==> config.mk <==
export PLATFORM = sky130hd
export DESIGN_NAME = fsm3_seq_driver
export DESIGN_NICKNAME = d
export VERILOG_FILES = /design/src/rtl/fsm3_seq_driver.sv
export SDC_FILE = /design/constraint.sdc
export NUM_CORES = 1
export LEC_CHECK = 0
export CORE_MARGIN = 2
export CORE_UTILIZATION = 49
export CTS_CLUSTER_DIAMETER = 120
export CTS_CLUSTER_SIZE = 16
export DETAILED_ROUTE_END_ITERATION = 6
export PLACE_DENSITY = 0.78
export SLEW_MARGIN = 40
export SYNTH_ARGS = -nofsm -noshare
export SYNTH_HDL_FRONTEND = slang
export SYNTH_SLANG_ARGS = --single-unit
==> constraint.sdc <==
create_clock -name clk -period 2.45 [get_ports clk]
set_input_delay 0.3675 -clock clk [delete_from_list [all_inputs] [get_ports clk]]
set_output_delay 0.3675 -clock clk [all_outputs]
set_load 0.1 [all_outputs]
==> src/rtl/fsm3_seq_driver.sv <==
// fsm3_seq_driver: initiator for the 2-bit i1/i2 handshake of the IDLE/S1/S2/ER control FSM.
// Accepts "go to state T, then hold D cycles" commands and walks the consumer there along the
// shortest legal path. A shadow copy of the consumer state is kept so that the consumer's
// registered outputs can be checked on every edge.
//
// Ports
//   clk, rst           clock (rising edge) and async active-high reset
//   cmd_valid/ready    command handshake; cmd_target (2b) and cmd_dwell (DW_W) sampled on accept
//   chk_en, clr_mis    enable output checking / clear the mismatch flag and counter
//   o1, o2, err        consumer registered outputs
//   i1, i2             registered drive to the consumer
//   busy, done         command in progress / one-cycle completion pulse
//   shadow_state       modelled consumer state (same encoding as cmd_target)
//   mismatch, mis_cnt  sticky mismatch flag and saturating mismatch count
module fsm3_seq_driver #(
    parameter int unsigned DW_W  = 4,
    parameter int unsigned CNT_W = 8
) (
    input  logic             clk,
    input  logic             rst,
    input  logic             cmd_valid,
    output logic             cmd_ready,
    input  logic [1:0]       cmd_target,
    input  logic [DW_W-1:0]  cmd_dwell,
    input  logic             chk_en,
    input  logic             clr_mis,
    input  logic             o1,
    input  logic             o2,
    input  logic             err,
    output logic             i1,
    output logic             i2,
    output logic             busy,
    output logic             done,
    output logic [1:0]       shadow_state,
    output logic             mismatch,
    output logic [CNT_W-1:0] mis_cnt
);

    // Consumer state encoding (shared with cmd_target / shadow_state)
    localparam logic [1:0] ST_IDLE = 2'd0;
    localparam logic [1:0] ST_S1   = 2'd1;
    localparam logic [1:0] ST_S2   = 2'd2;
    localparam logic [1:0] ST_ER   = 2'd3;

    // Driver FSM encoding
    localparam logic [1:0] FSM_READY = 2'd0;
    localparam logic [1:0] FSM_MOVE  = 2'd1;
    localparam logic [1:0] FSM_DWELL = 2'd2;

    localparam logic [CNT_W-1:0] CNT_MAX = {CNT_W{1'b1}};

    // Consumer next-state as a function of its state and the {i1,i2} it sees
    function automatic logic [1:0] f_sh_nx(input logic [1:0] s, input logic a, input logic b);
        logic [1:0] n;
        case (s)
            ST_IDLE: n = !a ? ST_IDLE : (b ? ST_S1 : ST_ER);
            ST_S1:   n = !b ? ST_S1   : (a ? ST_S2 : ST_ER);
            ST_S2:   n =  b ? ST_S2   : (a ? ST_IDLE : ST_ER);
            default: n =  a ? ST_ER   : ST_IDLE;
        endcase
        return n;
    endfunction

    // {i1,i2} that keeps the consumer where it is
    function automatic logic [1:0] f_hold(input logic [1:0] s);
        logic [1:0] v;
        case (s)
            ST_S2:   v = 2'b01;
            ST_ER:   v = 2'b10;
            default: v = 2'b00;
        endcase
        return v;
    endfunction

    // {i1,i2} for the first hop from s toward t (only used when s != t)
    function automatic logic [1:0] f_step(input logic [1:0] s, input logic [1:0] t);
        logic [1:0] v;
        case (s)
            ST_IDLE: v = (t == ST_ER) ? 2'b10 : 2'b11;
            ST_S1:   v = (t == ST_ER) ? 2'b01 : 2'b11;
            ST_S2:   v = (t == ST_ER) ? 2'b00 : 2'b10;
            default: v = 2'b00;
        endcase
        return v;
    endfunction

    // Expected consumer outputs {o1,o2,err} per state
    function automatic logic [2:0] f_exp(input logic [1:0] s);
        logic [2:0] v;
        case (s)
            ST_IDLE: v = 3'b000;
            ST_S1:   v = 3'b100;
            ST_S2:   v = 3'b010;
            default: v = 3'b111;
        endcase
        return v;
    endfunction

    logic [1:0]       r_state;
    logic [1:0]       r_shadow;
    logic [1:0]       r_target;
    logic [DW_W-1:0]  r_cnt;
    logic             r_i1;
    logic             r_i2;
    logic             r_ready;
    logic             r_busy;
    logic             r_done;
    logic             r_mismatch;
    logic [CNT_W-1:0] r_mis_cnt;

    logic [1:0]       w_state_nx;
    logic [1:0]       w_target_nx;
    logic [DW_W-1:0]  w_cnt_nx;
    logic             w_done_nx;
    logic [1:0]       w_sh_nx;
    logic             w_accept;
    logic [1:0]       w_tgt;
    logic             w_drive;
    logic [1:0]       w_ii_nx;
    logic             w_miss;
    logic             w_mismatch_nx;
    logic [CNT_W-1:0] w_mis_cnt_nx;

    // Drive path: look one edge ahead so the new {i1,i2} matches the state the consumer enters
    always_comb begin
        w_sh_nx  = f_sh_nx(r_shadow, r_i1, r_i2);
        w_accept = (r_state == FSM_READY) && cmd_valid;
        w_tgt    = w_accept ? cmd_target : r_target;
        w_drive  = (r_state == FSM_MOVE) || w_accept;
        w_ii_nx  = (w_drive && (w_sh_nx != w_tgt)) ? f_step(w_sh_nx, w_tgt) : f_hold(w_sh_nx);
    end

    // Driver FSM next state; the dwell count is latched at accept and consumed in DWELL
    always_comb begin
        w_state_nx  = r_state;
        w_target_nx = r_target;
        w_cnt_nx    = r_cnt;
        w_done_nx   = 1'b0;
        case (r_state)
            FSM_READY: begin
                if (cmd_valid) begin
                    w_state_nx  = FSM_MOVE;
                    w_target_nx = cmd_target;
                    w_cnt_nx    = cmd_dwell;
                end
            end
            FSM_MOVE: begin
                if (r_shadow == r_target) begin
                    w_state_nx = FSM_DWELL;
                end
            end
            FSM_DWELL: begin
                if (r_cnt == '0) begin
                    w_state_nx = FSM_READY;
                    w_done_nx  = 1'b1;
                end else begin
                    w_cnt_nx = r_cnt - DW_W'(1);
                end
            end
            default: w_state_nx = FSM_READY;
        endcase
    end

    // Output checker; a fresh mismatch in the clear cycle restarts the count at one
    always_comb begin
        w_miss        = ({o1, o2, err} != f_exp(r_shadow));
        w_mismatch_nx = r_mismatch;
        w_mis_cnt_nx  = r_mis_cnt;
        if (clr_mis) begin
            w_mismatch_nx = 1'b0;
            w_mis_cnt_nx  = '0;
        end
        if (chk_en && w_miss) begin
            w_mismatch_nx = 1'b1;
            if (clr_mis) begin
                w_mis_cnt_nx = CNT_W'(1);
            end else begin
                w_mis_cnt_nx = (r_mis_cnt == CNT_MAX) ? CNT_MAX : r_mis_cnt + CNT_W'(1);
            end
        end
    end

    // State and output registers
    always_ff @(posedge clk or posedge rst) begin
        if (rst) begin
            r_state    <= FSM_READY;
            r_shadow   <= ST_IDLE;
            r_target   <= ST_IDLE;
            r_cnt      <= '0;
            r_i1       <= 1'b0;
            r_i2       <= 1'b0;
            r_ready    <= 1'b1;
            r_busy     <= 1'b0;
            r_done     <= 1'b0;
            r_mismatch <= 1'b0;
            r_mis_cnt  <= '0;
        end else begin
            r_state    <= w_state_nx;
            r_shadow   <= w_sh_nx;
            r_target   <= w_target_nx;
            r_cnt      <= w_cnt_nx;
            r_i1       <= w_ii_nx[1];
            r_i2       <= w_ii_nx[0];
            r_ready    <= (w_state_nx == FSM_READY);
            r_busy     <= (w_state_nx != FSM_READY);
            r_done     <= w_done_nx;
            r_mismatch <= w_mismatch_nx;
            r_mis_cnt  <= w_mis_cnt_nx;
        end
    end

    assign cmd_ready    = r_ready;
    assign busy         = r_busy;
    assign done         = r_done;
    assign i1           = r_i1;
    assign i2           = r_i2;
    assign shadow_state = r_shadow;
    assign mismatch     = r_mismatch;
    assign mis_cnt      = r_mis_cnt;

endmodule

==> key figures <==
CTS
  – TritonCTS clock tree: done
  – Post-CTS Setup Repair Bufs: 0
  – Total CTS buffers: 3
  – CTS H-Tree Depth: 1
  – Clock root buffer: clkbuf_4
  – Worst-skew pair later-pin latency: roughly 0.32 ns
  – Hold_buf cts: 0
  – Max clock buf depth: 2
  – Post-CTS sizing: 0
  – Clk sinks: 24
  – CTS clock-pin slew for the worst setup and hold paths: between 0.1 and 0.15 ns

Finish
  – Commonest non-fill, non-tap cell in the layout: dfrtp_1
  – Design area: 1652 um2
  – Layout cells sized above 1: around 18%
  – Fin util: between 60% and 70%
  – Syn-to-layout area delta: 26.19%
  – Most frequent cells in the layout: dfrtp_1, buf_4, nor2_1, clkdlybuf4s50_1, nor3_1
  – Antenna Cells: 0
  – Nets: 190

Timing
  – Worst Hold Margin: between 0.2 and 0.3 ns
  – Hold Violations, Final: 0
  – Skew final: 0.01103 ns
  – Final Critical Period: between 2 and 2.5 ns
  – Fmax: about 470 MHz
  – Slew @ Worst Pin: 0.7517 ns
  – Setup TNS: 0 ns
  – Final setup viols: 0
  – Rel. slew slack: 49.89%
  – RSZ-0062 raised after global routing: no
  – Fin. max-slew vios: 0
  – Period utilization: between 80% and 90%

Drt
  – Vias per cell: 5.739
  – Routed WL: ~2700 um
  – ANT nets after route: 0
  – Vias: 1165
  – Remaining DRCs: 0
  – Drt wl/cell: around 13 um
  – Pre-antenna DRT Iters: 4
  – First DRT Iteration DRCs: 27

Logic synthesis
  – Mapped Cells: around 140
  – Post-synthesis sequential area ratio: about 46%
  – Cell taking the most area after synthesis: dfrtp_1
  – Syn Area/Cell: between 9 and 10 um2
  – Post-synthesis cell type count: 45
  – EDFF count, synth: 0
  – Area contributors post-synth: dfrtp_1, nor3_1, nor2_1
  – Ys async rst share: 100.0%
  – Flops & latches, synth: 24
  – Synthesized cell area: around 1300 um2
  – Synth Flop Type: dfrtp_1
  – Syn nets: ~160
  – Yosys top cell area share: ~44%
  – Number of warnings issued by yosys: 0

Min path
  – Worst hold path class: primary input to asynchronous set/reset pin

GRT
  – Remaining Overflow, GRT: 0
  – Global-route wire length before repair: about 4700 um
  – Initial antenna violation count: 0
  – Global-route usage over all layers: 18.32%
  – Largest net degree at the start of global routing: 17
  – Number of global-route vias before repair: 1111

Critical path
  – Startpoint types: primary input
  – Crit-path cells: clkdlybuf4s50_1 -> nor3b_2 -> mux2_4 -> or3_4 -> or4_1 -> o211ai_1
  – Critical path depth in cells: 6
  – Setup crit end kind: register
  – Crit Path Category: primary input to register
  – Top delay family on crit path: simple AND/OR/NAND/NOR gates
  – Worst EP arrival: 2.35 ns
  – Slowest-stage cell, CP: clkdlybuf4s50_1
  – WP data required: around 2.7 ns
  – Crit path buffers/inverters: 1
  – FF-to-FF path depth: 5
  – Crit-path max FO: 3
  – Slowest stage delay, CP: between 0.4 and 0.5 ns

Power and ir drop
  – Clk pwr share: ~13%
  – Power per cell area: about 1400 nW/um2
  – Comb power frac: ~56%
  – Cell-internal power: about 1.1 mW
  – Leakage power: roughly 0.72 nW
  – Psw: approximately 1.1 mW
  – Switching Share: 50.42%
  – Flop pwr share: between 30% and 40%
  – Max VDD drop: about 0.0011 V
  – Overall Power: between 2 and 2.5 mW

Die
  – Die ar.: slightly above 3000 um2
  – Die height: approximately 56 um
  – Core Rows: 18
  – Die width: roughly 56 um
  – Initial Util: around 52%
  – # IOs: 30
  – Core area: approximately 2500 um2

Flow run
  – Max cap viols: 0

Placed design
  – Post-place instance area: around 1600 um2
  – # port buffers: 29
  – RD Place Congestion: between 0.7 and 0.8
  – Post-detail-place hpwl: 2130 um

Outcome
  – Status: finished clean
[metrics by stage]
stage,setup WS (ns),std cells
after global routing,0.2554,203
after floorplan,0.02928,142
after detailed placement,0.003719,199
after CTS,0.3451,203
final,0.3274,203
after global placement,0.08839,199
[synthesized netlist by cell type, types with 2 or more instances]
cell	number
a211o_1	2
a211oi_1	2
a21o_1	2
a21oi_1	7
a311oi_1	2
a31oi_1	3
and2_1	2
and3_1	2
buf_2	2
clkbuf_1	2
dfrtp_1	23
ha_1	2
inv_1	10
mux2i_1	2
nand2_1	10
nand3_1	4
nor2_1	13
nor2b_1	2
nor3_1	12
nor3b_1	2
nor4_1	3
o211ai_1	3
o21ai_0	5
or4_1	2
xnor2_1	2
xor2_1	2
[final cells by class]
class                   instances  area [um2]
clock inverters                 1       30.03
clock buffers                   3       22.52
well taps                      30       37.54
flip-flops and latches         24       603.1
multi-input cells             103       648.1
repair buffers                 32       272.8
inverters                      10       37.54
fillers                       213       848.3
[flip-flops by register name (all words and copies together), names as in the netlist]
register / flops
i1: 1
mismatch: 1
done: 1
r_cnt: 4
i2: 1
cmd_ready: 1
shadow_state: 2
mis_cnt: 8
r_state: 2
r_target: 2
busy: 1
[logic make-up (layout without fill, tap and decap cells)]
| logic type | count (synthesis) | in the layout | synth area share, % |
|---|---|---|---|
| adder cells (fa/ha/maj) | 2 | 2 | 1.912 |
| multiplexers | 3 | 3 | 2.677 |
| XOR/XNOR | 4 | 4 | 2.677 |
| AO/OA/AOI/OAI | 35 | 35 | 18.45 |
| buffers and inverters | 15 | 46 | 4.494 |
| flip-flops | 24 | 24 | 45.98 |
| AND/OR/NAND/NOR | 59 | 59 | 23.81 |
[metal layers]
layer / wire length, um / part of all wire (%) / GRT usage, %
met1: 1209 / 45 / 21.94
met5: 0 / 0 / 0
met3: 127 / 4.7 / 4.186
met4: 0 / 0 / 3.136
met2: 1373 / 51 / 33.67
[power by group through the flow]
stage	clock, mW	combinational (mW)	sequential, mW
after floorplan	0	0.603	1.08
after global placement	0	1.22	0.692
after detailed placement	0	1.27	0.698
after CTS	0.294	1.27	0.690
after global routing	0.306	1.37	0.714
final	0.286	1.27	0.691
[worst paths after layout]
path	start	end	slack (ns)
worst max-delay path	cmd_valid	i1	0.33
worst min-delay path	rst	mismatch	0.30
worst max register to register	r_state[1]	i1	0.35
worst min register to register	mismatch	mismatch	0.50
max in group asynchronous	rst	cmd_ready	1.55
min in group clk	mismatch	mismatch	0.50
(Power assumes the default switching activity.)
